`src/rtl/wav_dfi_sideband_arb_pkg.sv`:
```
// rtl/wav_dfi_sideband_arb_pkg.sv - shared types and timing defaults for the DFI sideband arbiter
// Contents: arbiter state encoding, IDLE grant priority encoder, default handshake timing.
package wav_dfi_sideband_arb_pkg;

    localparam int DEF_TPHYUPD_RESP = 16;
    localparam int DEF_TLP_RESP     = 8;
    localparam int DEF_TCTRLUPD_MIN = 4;
    localparam int DEF_TCTRLUPD_MAX = 64;

    typedef enum logic [2:0] {
        ST_IDLE      = 3'd0,
        ST_PHYUPD    = 3'd1,
        ST_PHYMSTR   = 3'd2,
        ST_CTRLUPD   = 3'd3,
        ST_LP_REQ    = 3'd4,
        ST_LP_ACTIVE = 3'd5,
        ST_LP_EXIT   = 3'd6
    } arb_state_e;

    typedef enum logic [2:0] {
        GNT_NONE    = 3'd0,
        GNT_PHYUPD  = 3'd1,
        GNT_PHYMSTR = 3'd2,
        GNT_CTRLUPD = 3'd3,
        GNT_LP      = 3'd4
    } grant_e;

    // PHY-initiated handshakes always beat MC-initiated ones.
    function automatic grant_e pick_grant(input logic phyupd, input logic phymstr,
                                          input logic ctrlupd, input logic lp);
        if (phyupd)       return GNT_PHYUPD;
        else if (phymstr) return GNT_PHYMSTR;
        else if (ctrlupd) return GNT_CTRLUPD;
        else if (lp)      return GNT_LP;
        else              return GNT_NONE;
    endfunction

    function automatic int max4(input int a, input int b, input int c, input int d);
        int m;
        m = a;
        if (b > m) m = b;
        if (c > m) m = c;
        if (d > m) m = d;
        return m;
    endfunction

endpackage

```
`src/rtl/wav_dfi_resp_timer.sv`:
```
// rtl/wav_dfi_resp_timer.sv - saturating handshake response timer
// Ports: clock, reset (async active-low), load (clear count to 0), enable (count up),
//        count (current value, saturates at LIMIT), expired (1-cycle pulse when LIMIT is reached).
module wav_dfi_resp_timer #(
    parameter int WIDTH = 7,
    parameter int LIMIT = 16
) (
    input  logic             clock,
    input  logic             reset,
    input  logic             load,
    input  logic             enable,
    output logic [WIDTH-1:0] count,
    output logic             expired
);

    localparam logic [WIDTH-1:0] LIM      = WIDTH'(LIMIT);
    localparam logic [WIDTH-1:0] LIM_LAST = WIDTH'(LIMIT - 1);
    localparam logic [WIDTH-1:0] ONE      = WIDTH'(1);

    always_ff @(posedge clock or negedge reset) begin
        if (!reset) begin
            count   <= '0;
            expired <= 1'b0;
        end else begin
            expired <= 1'b0;
            if (load) begin
                count <= '0;
            end else if (enable && (count != LIM)) begin
                count   <= count + ONE;
                expired <= (count == LIM_LAST);
            end
        end
    end

endmodule

```
`src/rtl/wav_dfi_sideband_arb.sv`:
```
// rtl/wav_dfi_sideband_arb.sv - MC-side arbiter for DFI ctrlupd/phyupd/phymstr/lp sideband handshakes
// Ports:
//   clock, reset (async active-low)
//   init_start, mc_cmd_idle, mc_ctrlupd_req, mc_lp_req, mc_lp_wakeup[5:0]  - MC scheduler side inputs
//   mc_ctrlupd_gnt, mc_lp_gnt, mc_lp_denied, mc_phy_hold                  - MC scheduler side outputs
//   dfi_ctrlupd_req/ack, dfi_phyupd_req/type/ack, dfi_phymstr_req/ack,
//   dfi_lp_ctrl_req/wakeup/ack, dfi_lp_data_req/wakeup/ack                 - DFI boundary
//   arb_state[2:0] (debug), err_phyupd_late (pulse on late phyupd ack)
module wav_dfi_sideband_arb
    import wav_dfi_sideband_arb_pkg::*;
#(
    parameter int TPHYUPD_RESP = DEF_TPHYUPD_RESP,
    parameter int TLP_RESP     = DEF_TLP_RESP,
    parameter int TCTRLUPD_MIN = DEF_TCTRLUPD_MIN,
    parameter int TCTRLUPD_MAX = DEF_TCTRLUPD_MAX
) (
    input  logic       clock,
    input  logic       reset,
    input  logic       init_start,
    input  logic       mc_cmd_idle,
    input  logic       mc_ctrlupd_req,
    input  logic       mc_lp_req,
    input  logic [5:0] mc_lp_wakeup,
    output logic       mc_ctrlupd_gnt,
    output logic       mc_lp_gnt,
    output logic       mc_lp_denied,
    output logic       mc_phy_hold,
    output logic       dfi_ctrlupd_req,
    input  logic       dfi_ctrlupd_ack,
    input  logic       dfi_phyupd_req,
    input  logic [1:0] dfi_phyupd_type,
    output logic       dfi_phyupd_ack,
    input  logic       dfi_phymstr_req,
    output logic       dfi_phymstr_ack,
    output logic       dfi_lp_ctrl_req,
    output logic [5:0] dfi_lp_ctrl_wakeup,
    input  logic       dfi_lp_ctrl_ack,
    output logic       dfi_lp_data_req,
    output logic [5:0] dfi_lp_data_wakeup,
    input  logic       dfi_lp_data_ack,
    output logic [2:0] arb_state,
    output logic       err_phyupd_late
);

    localparam int CNT_W = $clog2(max4(TPHYUPD_RESP, TLP_RESP, TCTRLUPD_MIN, TCTRLUPD_MAX)) + 1;

    // Timers start counting on the cycle after the request rises, so "held N cycles"
    // corresponds to a count of N-1 at the deciding edge.
    localparam logic [CNT_W-1:0] CU_MIN_LAST = CNT_W'(TCTRLUPD_MIN - 1);
    localparam logic [CNT_W-1:0] CU_MAX_LAST = CNT_W'(TCTRLUPD_MAX - 1);
    localparam logic [CNT_W-1:0] LP_LAST     = CNT_W'(TLP_RESP - 1);

    arb_state_e       state;
    logic             lp_blocked;
    logic [CNT_W-1:0] cu_cnt;
    logic [CNT_W-1:0] lp_cnt;
    logic [CNT_W-1:0] phy_cnt_unused;
    logic             cu_exp_unused;
    logic             lp_exp_unused;
    logic             unused_phyupd_type;
    logic             lp_acks_low;
    logic             cu_drop;
    grant_e           grant;

    assign unused_phyupd_type = ^dfi_phyupd_type;
    assign arb_state          = state;
    assign lp_acks_low        = !dfi_lp_ctrl_ack && !dfi_lp_data_ack;

    assign cu_drop = ((cu_cnt >= CU_MIN_LAST) && !mc_ctrlupd_req) || (cu_cnt >= CU_MAX_LAST);

    assign grant = pick_grant(dfi_phyupd_req,
                              dfi_phymstr_req,
                              mc_ctrlupd_req && !dfi_ctrlupd_ack,
                              mc_lp_req && !lp_blocked && lp_acks_low);

    // phyupd response window runs from req rise until ack, regardless of arbiter state.
    wav_dfi_resp_timer #(.WIDTH(CNT_W), .LIMIT(TPHYUPD_RESP)) u_phyupd_timer (
        .clock   (clock),
        .reset   (reset),
        .load    (!dfi_phyupd_req || dfi_phyupd_ack),
        .enable  (1'b1),
        .count   (phy_cnt_unused),
        .expired (err_phyupd_late)
    );

    wav_dfi_resp_timer #(.WIDTH(CNT_W), .LIMIT(TCTRLUPD_MAX)) u_ctrlupd_timer (
        .clock   (clock),
        .reset   (reset),
        .load    (!dfi_ctrlupd_req),
        .enable  (1'b1),
        .count   (cu_cnt),
        .expired (cu_exp_unused)
    );

    wav_dfi_resp_timer #(.WIDTH(CNT_W), .LIMIT(TLP_RESP)) u_lp_timer (
        .clock   (clock),
        .reset   (reset),
        .load    (state != ST_LP_REQ),
        .enable  (1'b1),
        .count   (lp_cnt),
        .expired (lp_exp_unused)
    );

    always_ff @(posedge clock or negedge reset) begin
        if (!reset) begin
            state              <= ST_IDLE;
            lp_blocked         <= 1'b0;
            mc_ctrlupd_gnt     <= 1'b0;
            mc_lp_gnt          <= 1'b0;
            mc_lp_denied       <= 1'b0;
            mc_phy_hold        <= 1'b0;
            dfi_ctrlupd_req    <= 1'b0;
            dfi_phyupd_ack     <= 1'b0;
            dfi_phymstr_ack    <= 1'b0;
            dfi_lp_ctrl_req    <= 1'b0;
            dfi_lp_data_req    <= 1'b0;
            dfi_lp_ctrl_wakeup <= 6'd0;
            dfi_lp_data_wakeup <= 6'd0;
        end else begin
            mc_lp_denied <= 1'b0;
            mc_phy_hold  <= dfi_phyupd_req || dfi_phymstr_req ||
                            (state == ST_PHYUPD) || (state == ST_PHYMSTR);
            // A denied LP request stays blocked until the MC drops mc_lp_req.
            if (!mc_lp_req) lp_blocked <= 1'b0;

            if (init_start) begin
                mc_ctrlupd_gnt  <= 1'b0;
                mc_lp_gnt       <= 1'b0;
                dfi_ctrlupd_req <= 1'b0;
                dfi_phyupd_ack  <= 1'b0;
                dfi_phymstr_ack <= 1'b0;
                dfi_lp_ctrl_req <= 1'b0;
                dfi_lp_data_req <= 1'b0;
                case (state)
                    ST_LP_REQ, ST_LP_ACTIVE: state <= ST_LP_EXIT;
                    ST_LP_EXIT:              state <= lp_acks_low ? ST_IDLE : ST_LP_EXIT;
                    default:                 state <= ST_IDLE;
                endcase
            end else begin
                case (state)
                    ST_IDLE: begin
                        if (mc_cmd_idle) begin
                            case (grant)
                                GNT_PHYUPD:  state <= ST_PHYUPD;
                                GNT_PHYMSTR: state <= ST_PHYMSTR;
                                GNT_CTRLUPD: begin
                                    state           <= ST_CTRLUPD;
                                    dfi_ctrlupd_req <= 1'b1;
                                end
                                GNT_LP: begin
                                    state              <= ST_LP_REQ;
                                    dfi_lp_ctrl_req    <= 1'b1;
                                    dfi_lp_data_req    <= 1'b1;
                                    dfi_lp_ctrl_wakeup <= mc_lp_wakeup;
                                    dfi_lp_data_wakeup <= mc_lp_wakeup;
                                end
                                default: state <= ST_IDLE;
                            endcase
                        end
                    end
                    ST_PHYUPD: begin
                        dfi_phyupd_ack <= dfi_phyupd_req;
                        if (!dfi_phyupd_req) state <= ST_IDLE;
                    end
                    ST_PHYMSTR: begin
                        dfi_phymstr_ack <= dfi_phymstr_req;
                        if (!dfi_phymstr_req) state <= ST_IDLE;
                    end
                    ST_CTRLUPD: begin
                        mc_ctrlupd_gnt <= dfi_ctrlupd_ack;
                        if (dfi_ctrlupd_req) begin
                            if (cu_drop) dfi_ctrlupd_req <= 1'b0;
                        end else if (!dfi_ctrlupd_ack) begin
                            state          <= ST_IDLE;
                            mc_ctrlupd_gnt <= 1'b0;
                        end
                    end
                    ST_LP_REQ: begin
                        if (dfi_lp_ctrl_ack && dfi_lp_data_ack) begin
                            state     <= ST_LP_ACTIVE;
                            mc_lp_gnt <= 1'b1;
                        end else if (lp_cnt >= LP_LAST) begin
                            state           <= ST_LP_EXIT;
                            dfi_lp_ctrl_req <= 1'b0;
                            dfi_lp_data_req <= 1'b0;
                            mc_lp_denied    <= 1'b1;
                            lp_blocked      <= 1'b1;
                        end
                    end
                    ST_LP_ACTIVE: begin
                        if (!mc_lp_req || dfi_phyupd_req || dfi_phymstr_req) begin
                            state           <= ST_LP_EXIT;
                            dfi_lp_ctrl_req <= 1'b0;
                            dfi_lp_data_req <= 1'b0;
                            mc_lp_gnt       <= 1'b0;
                        end
                    end
                    ST_LP_EXIT: begin
                        if (lp_acks_low) state <= ST_IDLE;
                    end
                    default: state <= ST_IDLE;
                endcase
            end
        end
    end

endmodule
```
`config.mk`:
```
export PLATFORM = sky130hd
export DESIGN_NAME = wav_dfi_sideband_arb
export DESIGN_NICKNAME = d
export VERILOG_FILES = /design/src/rtl/wav_dfi_sideband_arb_pkg.sv /design/src/rtl/wav_dfi_resp_timer.sv /design/src/rtl/wav_dfi_sideband_arb.sv
export SDC_FILE = /design/constraint.sdc
export NUM_CORES = 1
export LEC_CHECK = 0
export CAP_MARGIN = 20
export CORE_UTILIZATION = 57
export CTS_CLUSTER_SIZE = 14
export DETAILED_ROUTE_END_ITERATION = 8
export DONT_BUFFER_PORTS = 1
export PLACE_DENSITY = 0.86
export SLEW_MARGIN = 30
export SYNTH_ARGS = -nofsm -noshare
export SYNTH_HDL_FRONTEND = slang
export SYNTH_HIERARCHICAL = 1
export SYNTH_SLANG_ARGS = --single-unit
```
`constraint.sdc`:
```
create_clock -name clock -period 1.8 [get_ports clock]
set_input_delay 0.54 -clock clock [delete_from_list [all_inputs] [get_ports clock]]
set_output_delay 0.54 -clock clock [all_outputs]
set_load 0.02 [all_outputs]
```
* Word level (Yosys, flattened, before mapping)
Cells that the tools add are included.
Storage, ports and cells: register bits after elaboration 40, input port bits 19, output and inout port bits 25, logic and storage cells 145
Operators by class: add/sub/neg operators 3, magnitude comparators 3, equal/unequal tests 29, muxes and demuxes 59, bitwise operators 1, reduce and logical (&&, ||, !) cells 35
Operators by type and width (count):
- $mux 3 | 15
- $mux 7 | 6
- $ne 3x3->1 const B | 11
- $mux 1 | 32
- $add 7x1->7 const B | 3
- $pmux 3 s7 | 1
- $eq 3x2->1 const B | 4
- $eq 3x3->1 const B | 4
- $pmux 3 s4 | 1
- $reduce_bool 2->1 | 5
- $reduce_and 8->1 | 1
- $eq 7x4->1 const B | 1
- $ge 7x2->1 const B | 1
- $ge 7x3->1 const B | 1
- $ge 7x6->1 const B | 1
- $logic_not 1->1 | 7
- $logic_or 1x1->1 | 7
- $ne 7x4->1 const B | 1
- $ne 7x5->1 const B | 1
- $ne 7x7->1 const B | 1
- $eq 3x1->1 const B | 2
- $logic_and 1x1->1 | 6
- $ne 3x2->1 const B | 2
- $pmux 3 s2 | 1
- other kinds (12) | 15

* Longest topological paths before layout
Gate-level depths: netlist of the first run.
depth in word-level cells 12, depth in mapped cells 7, mapped depth without buffers 5

* Cells and area by module
The synthesis of the first run kept the hierarchy.
Modules (own cells, without submodules):
- wav_dfi_sideband_arb | times used 1, cells an instance 119, area an instance 1164.9 um^2, seq. area each 450.4 um^2
- wav_dfi_resp_timer (u_phyupd_timer) | times used 1, cells an instance 47, area an instance 479.2 um^2, seq. area each 200.2 um^2
- wav_dfi_resp_timer (u_ctrlupd_timer) | times used 1, cells an instance 47, area an instance 471.7 um^2, seq. area each 200.2 um^2
- wav_dfi_resp_timer (u_lp_timer) | times used 1, cells an instance 44, area an instance 430.4 um^2, seq. area each 200.2 um^2

* Worst setup path before layout of the first run
No wires, ideal clock.
path kind reg2reg, start register u_lp_timer.count[3], end register state[0], in the netlist arb_state[0], library setup time 125 ps, data arrival time 1787 ps, required time 1675 ps, path slack -112 ps, cell stages (with the launch flop) 6, clock period less this slack 1912 ps, cell sequence dfrtp_1 -> or4_1 -> a31oi_1 -> a41oi_1 -> or4b_4 -> mux2_4
Between the ends: cells in the longest elaborated chain, start to end 3
Ends and longest elaborated chain:
- start, declared | line wav_dfi_resp_timer.sv:12 | output logic [WIDTH-1:0] count,
- start signal, assigned | line wav_dfi_resp_timer.sv:29 | count <= count + ONE;
- $ge 7x3->1 | line wav_dfi_sideband_arb.sv:182 | end else if (lp_cnt >= LP_LAST) begin
- $ne 4x4->1 (no source line)
- $reduce_and 8->1 (no source line)
- end signal, assigned | line wav_dfi_sideband_arb.sv:136 | ST_LP_EXIT: state <= lp_acks_low ? ST_IDLE : ST_LP_EXIT;
- end, declared | line wav_dfi_sideband_arb.sv:53 | arb_state_e state;
Every way passes these cells. A chain may end at the register's enable or synchronous reset.

* Worst setup path in the final report of the first run
start register u_lp_timer.count[4], end register state[0], in the netlist arb_state[0]
The elaborated chain is that of the path after synthesis.

==> metrics.md, run 1 <==
| Metric | Value |
|---|---|
| Status | `complete, but fails checks` |
| Failing checks | `setup timing` |
| I/O pin cnt | `44` |
| Synth warn | `6` |
| Setup-failing EPs final | `3` |
| Worst-Skew Late Latency | `0.30 ns` |
| Initial antenna violation count | `0` |
| Peak VDD IR | `0.4495 mV` |
| DRT Wirelength | `5860 um` |
| 1st-iter DRT viols | `118` |
| H-Tree Depth | `2` |
| Fmax | `0.5252 GHz` |
| Fin worst setup slack | `-0.1041 ns` |
| Crit end category | `flop` |
| Drt pass-1 iters | `4` |
| Largest net degree at the start of global routing | `41` |
| Crit-path max FO | `3` |
| Post-detail-place hpwl | `3932 um` |
| Tmin final | `1.904 ns` |
| Remaining antenna violation count | `0` |
| Port Buffers | `0` |
| Final net count | `300` |
| TritonCTS clock tree | `yes` |
| Sum Neg Setup Slack | `-0.2536 ns` |
| Max-cap violations | `0` |
| First-pass GRT wire length | `8638 um` |
| Hold Crit Class | `in2async` |
| Starting density of the core | `0.6066` |
| Dpl ws | `-0.1896 ns` |
| RSZ-0062 raised after global routing | `yes` |
| FP Rows | `23` |
| Total grt overflow | `0` |
| Worst EP required | `1.98 ns` |
| DIE WIDTH | `67.94 um` |
| WP data arrival | `2.09 ns` |
| Number of global-route vias before repair | `1,839` |
| Sink Count | `40` |
| Die area | `0.004616 sq mm` |
| DR WL/cell | `17.98 um` |
| CTS max path bufs | `2` |
| Final Hold Fails | `0` |
| Vias per cell | `6.043` |
| Crit share post-route | `1.058` |
| Mean Syn Cell Area | `9.836 sq um` |
| Core area | `0.004086 sq mm` |
| Die H | `67.94 um` |
| Total CTS buffers | `5` |
| CP Launch Type | `flop` |
| Area grow syn2layout | `15.09%` |
| Leak | `1.310 nW` |
| DR DRC count | `0` |
| Share of layout cells above drive strength 1 | `0.2681` |
| Final Max Slew Viols | `0` |
| Antenna cells | `0` |
| Root buffer cell | `clkbuf_8` |
| Placer Congestion | `0.9030` |
| Final setup skew | `0.006230 ns` |
| Tot GR Track Use | `0.2560` |
| Setup CP Type | `reg2reg` |
| Synth Cell Area | `0.002479 sq mm` |
| DR vias | `1,970` |
| Power Dens Cells | `1043 mW/mm^2` |
| Post-Syn Instances | `252` |
| CTS clk-pin slew, worst paths | `0.08 ns` |
-- state kept, by name, indices dropped and copies added (netlist names) --
| signal | cells |
|---|---|
| mc_phy_hold | 1 |
| dfi_lp_data_wakeup | 6 |
| mc_lp_gnt | 1 |
| u_phyupd_timer/count | 7 |
| dfi_phymstr_ack | 1 |
| dfi_phyupd_ack | 1 |
| u_lp_timer/count | 7 |
| mc_ctrlupd_gnt | 1 |
| u_ctrlupd_timer/count | 7 |
| arb_state | 3 |
| lp_blocked | 1 |
| dfi_lp_data_req | 1 |
| u_phyupd_timer/expired | 1 |
| dfi_ctrlupd_req | 1 |
| mc_lp_denied | 1 |
-- final timing paths --
check                           depth (start not counted)                                   end                       startpoint  slack [ns]
max in group asynchronous                               1              arb_state[0]$_DFFE_PN0P_                            reset        1.51
worst min register to register                          1                  lp_blocked$_DFF_PN0_             lp_blocked$_DFF_PN0_        0.54
min in group clock                                      1           dfi_ctrlupd_req$_DFFE_PN0P_                       init_start        0.29
worst max-delay path                                    5              arb_state[0]$_DFFE_PN0P_  u_lp_timer/count[4]$_DFFE_PN0P_       -0.10
worst min-delay path                                    1  u_ctrlupd_timer/count[0]$_DFFE_PN0P_                            reset        0.08
worst max register to register                          5              arb_state[0]$_DFFE_PN0P_  u_lp_timer/count[4]$_DFFE_PN0P_       -0.10
-- layout make-up --
cell class / count / area, sq um
Clock inverter: 1 / 30.03
Inverter: 12 / 45.04
Tap cell: 50 / 62.56
Timing Repair Buffer: 28 / 222.7
Fill cell: 274 / 1234
Sequential cell: 40 / 1002
Multi-Input combinational cell: 188 / 1394
Clock buffer: 7 / 96.34
-- worst max-delay path: stages, from the launching register on --
cell,delay (ns)
dfrtp_1,0.39
or4_4,0.55
a31oi_4,0.21
a41oi_2,0.11
or4b_4,0.24
mux2_4,0.29
-- layout by cell type (no fill, tap or decap), drive strengths merged, types with 2 or more instances in the layout --
cell / instances
dfrtp: 40
buf: 28
nand2: 24
nor2: 23
a21oi: 14
inv: 12
mux2: 11
o21ai: 10
nand4: 10
clkbuf: 7
conb: 7
xor2: 6
or3: 6
ha: 6
nor4: 6
nand2b: 6
nand4b: 5
nand3: 4
mux2i: 4
nor3: 4
nor2b: 4
or4: 3
a31oi: 3
nor3b: 2
nand3b: 2
a211oi: 2
a211o: 2
o21ba: 2
o31ai: 2
o211ai: 2
a311o: 2
a41oi: 2
and3: 2
-- where the power goes --
part           switching, W  internal [W]  total, W  leakage, nW
sequential         0.000248      0.000992   0.00124        0.546
clock              0.000314      0.000489  0.000803       0.0645
combinational      0.000483      0.000450  0.000933        0.700
total               0.00105       0.00193   0.00298         1.31
-- through the flow --
step,cells,area [sq um],util,hold WS (ns),power [W]
after global placement,316,2661,0.6513,0.2452,0.002063
after global routing,326,2853,0.6981,0.08486,0.003120
after detailed placement,316,2661,0.6513,0.2452,0.002100
final,326,2853,0.6981,0.07599,0.002977
after CTS,325,2826,0.6917,0.07731,0.002931
after floorplan,258,2521,-,0.2444,0.001904
-- layer usage --
layer | part of all wire | track usage | vias to the layer above
met1 | 0.42 | 0.3149 | 954
met5 | 0 | 0 | -
li1 | - | - | 939
met2 | 0.49 | 0.4179 | 67
met3 | 0.068 | 0.08333 | 10
met4 | 0.019 | 0.08854 | 0
-- timing repair --
item / in CTS / in global routing
setup endpoints to repair: 3 / 10
endpoints found under the hold margin: 40 / 0
gates resized for setup: 3 / 4
buffers inserted: 0 / 1
hold buffers: 1 / 0
pin swaps: 1 / 1
Note: power is estimated with default switching activity, not from simulation.
==> run 2, diff against run 1 <==
- CELL_PAD_IN_SITES_DETAIL_PLACEMENT: default -> 0
- CELL_PAD_IN_SITES_GLOBAL_PLACEMENT: default -> 1
- CORE_UTILIZATION: 57 -> 44
- MAX_ROUTING_LAYER: default -> met4
==> run 2 against run 1 <==
Fmax rose by 2.4%. Power about the same. Cell count grew 8.9%. Die area grew 29%. The flow still finishes with violations (setup timing). Critical endpoint is now arb_state[1]$_DFFE_PN0P_. Sequential cell count unchanged. Clock-buffer cell count down 1. Cell area up 2.6%. Routed wire length fell by 10%. Global-route usage fell by 6.0 points. Critical path type unchanged. Largest cell class unchanged. Critical path depth stayed put. Via count up 0.25%. Setup slack gained 0.044 ns.
==> metrics.md, run 2 (same netlist as run 1, synthesis figures left out) <==
| Metric | Value |
|---|---|
| Largest net degree at the start of global routing | `41 (unchanged)` |
| CTS clk-pin slew, worst paths | `0.08 ns (about the same)` |
| Die H | `77.06 um (+13%)` |
| Power Dens Cells | `1016 mW/mm^2 (-2.6%)` |
| Share of layout cells above drive strength 1 | `0.2842 (+0.01609)` |
| DR DRC count | `0 (unchanged)` |
| Crit-path max FO | `3 (unchanged)` |
| Post-detail-place hpwl | `3735 um (-5.0%)` |
| Failing checks | `setup timing` |
| Total grt overflow | `0 (unchanged)` |
| Worst-Skew Late Latency | `0.29 ns (about the same)` |
| CP Launch Type | `flop` |
| Sink Count | `40 (unchanged)` |
| Antenna cells | `0 (unchanged)` |
| Crit path from | `u_lp_timer/count[4]$_DFFE_PN0P_` |
| Power Internal | `0.001928 W (-0.18%)` |
| DR WL/cell | `14.78 um (-18%)` |
| FP Rows | `26 (+13%)` |
| Worst R2R End | `arb_state[1]$_DFFE_PN0P_` |
| RSZ-0062 raised after global routing | `yes` |
| Placer Congestion | `0.8295 (-8.1%)` |
| Setup-failing EPs final | `3 (unchanged)` |
| Reg2reg start | `u_lp_timer/count[4]$_DFFE_PN0P_` |
| Switching share of total power | `0.3517 (+0.0005419)` |
| Number of global-route vias before repair | `1,944 (+5.7%)` |
| Status | `complete, but fails checks` |
| Fin area | `0.002927 sq mm (+2.6%)` |
| DIE WIDTH | `77.06 um (+13%)` |
| Cell Area, Placed | `0.002716 sq mm (+2.1%)` |
| Crit end category | `flop` |
| Total CTS buffers | `5 (unchanged)` |
| Crit share post-route | `1.033 (-0.02447)` |
| Max-cap violations | `0 (unchanged)` |
| Tot GR Track Use | `0.1960 (-0.06003)` |
| Commonest non-fill, non-tap cell in the layout | `dfrtp_1` |
| Final Total Pwr | `0.002974 W (about the same)` |
| Remaining antenna violation count | `0 (unchanged)` |
| Worst EP required | `1.98 ns (about the same)` |
| Peak VDD IR | `0.5498 mV (+22%)` |
| Reg power frac | `0.411 (-0.006)` |
| Port Buffers | `0 (unchanged)` |
| Sum Neg Setup Slack | `-0.1319 ns (+0.1218 ns)` |
| Clock power share | `0.247 (-0.023)` |
| Reg2Reg Depth | `5 (unchanged)` |
| Fin worst setup slack | `-0.06008 ns (+0.04405 ns)` |
| Root buffer cell | `clkbuf_8` |
| Final net count | `309 (+3.0%)` |
| TritonCTS clock tree | `yes` |
| Sw power | `0.001046 W (about the same)` |
| Comb pwr share | `0.342 (+0.028)` |
| WHS | `0.07897 ns (+0.002977 ns)` |
| Final Max Slew Viols | `0 (unchanged)` |
| H-Tree Depth | `2 (unchanged)` |
| Setup CP Type | `reg2reg` |
| Area grow syn2layout | `18.07%` |
| Fmax | `0.5376 GHz (+2.4%)` |
| Commonest cells after routing, fill and taps aside | `dfrtp_1 (39), buf_4 (36), nor2_1 (23), nand2_1 (22), a21oi_1 (13)` |
| DRT Wirelength | `5248 um (-10%)` |
| 1st-iter DRT viols | `120 (+1.7%)` |
| Core area | `0.005270 sq mm (+29%)` |
| Final Hold Fails | `0 (unchanged)` |
| Final setup skew | `0.006602 ns (+0.0003718 ns)` |
| CTS max path bufs | `2 (unchanged)` |
| Hold Crit Class | `in2async` |
| Vias per cell | `5.563 (-7.9%)` |
| WP data arrival | `2.04 ns (-0.05 ns)` |
| Setup slack, reg-to-reg | `-0.06 ns (+0.04 ns)` |
| First-pass GRT wire length | `8887 um (+2.9%)` |
| Drt pass-1 iters | `4 (unchanged)` |
| FILL cells | `489 (+78%)` |
| DR vias | `1,975 (+0.25%)` |
| Initial antenna violation count | `0 (unchanged)` |
| Starting density of the core | `0.4703 (-0.1362)` |
| Die area | `0.005937 sq mm (+29%)` |
| Tmin final | `1.860 ns (-0.04405 ns)` |
| Largest registers | `u_ctrlupd_timer/count x7, u_lp_timer/count x7, u_phyupd_timer/count x7` |
| Leak | `1.345 nW (+2.7%)` |
| I/O pin cnt | `44 (unchanged)` |
-- run 2: cell types whose count changed in the layout (fill, tap and decap cells not counted) --
| cell | change |
|---|---|
| buf_4 | +9 |
| clkinv_2 | +1 |
| nand2b_2 | -1 |
| clkbuf_1 | +1 |
| nor2b_2 | -1 |
| a211oi_1 | -1 |
| clkbuf_8 | -2 |
| nor2b_1 | +1 |
| a211oi_2 | +1 |
| nand2b_1 | +1 |
-- run 2: timing repair --
item,4_1_cts,5_1_grt
endpoints found under the hold margin,40,0
cloned,0,0
resized for setup,3,3
pin swaps,2,2
endpoints found under the setup margin,3,10
buffers inserted,1,5
hold buffers,1,0
-- run 2: final cells by class --
type	count	area, sq um	share of cell area
inverter	12	45.04	0.01539
clock inverter	2	35.03	0.01197
sequential	40	1002	0.3425
multi-input combinational	188	1394	0.4763
clock buffer	6	72.57	0.02480
timing repair buffer	37	290.3	0.09919
tap	70	87.58	0.02993
-- run 2: how the worst max path moves through the flow --
stage	end	cells after the start
global route	arb_state[1]$_DFFE_PN0P_	5
detailed placement	dfi_lp_data_req$_DFFE_PN0P_	6
finish	arb_state[1]$_DFFE_PN0P_	5
global placement	dfi_lp_data_req$_DFFE_PN0P_	6
floorplan	arb_state[0]$_DFFE_PN0P_	5
CTS	arb_state[1]$_DFFE_PN0P_	5
-- run 2: per-layer routing --
layer  track usage  up-vias  share of wire
met5             -        -              0
met4       0.06792        0          0.013
met3       0.04286        7          0.041
met2        0.3143       47           0.47
met1        0.2442      960           0.47
li1              -      961              -
-- run 2: critical path: stages (launching register included) --
cell,delay (ns)
dfrtp_1,0.38
or4_4,0.55
a31oi_4,0.18
a41oi_2,0.11
or4b_4,0.25
mux2_4,0.29
-- run 2: power by group through the flow --
stage / Clock (W) / Sequential (W) / Combinational, W
2_1_floorplan: 0 / 0.00118 / 0.000725
3_3_place_gp: 0 / 0.00124 / 0.000891
3_5_place_dp: 0 / 0.00124 / 0.000906
4_1_cts: 0.000752 / 0.00122 / 0.000950
5_1_grt: 0.000786 / 0.00124 / 0.00112
6_report: 0.000733 / 0.00122 / 0.00102
-- run 2: stage by stage --
stage                 util  worst slack, ns  cells
global route        0.5553          -0.1002    355
floorplan                -         -0.04201    258
finish              0.5553         -0.06008    355
global placement    0.5154          -0.1338    340
detailed placement  0.5154          -0.1297    340
CTS                 0.5446         -0.07159    350
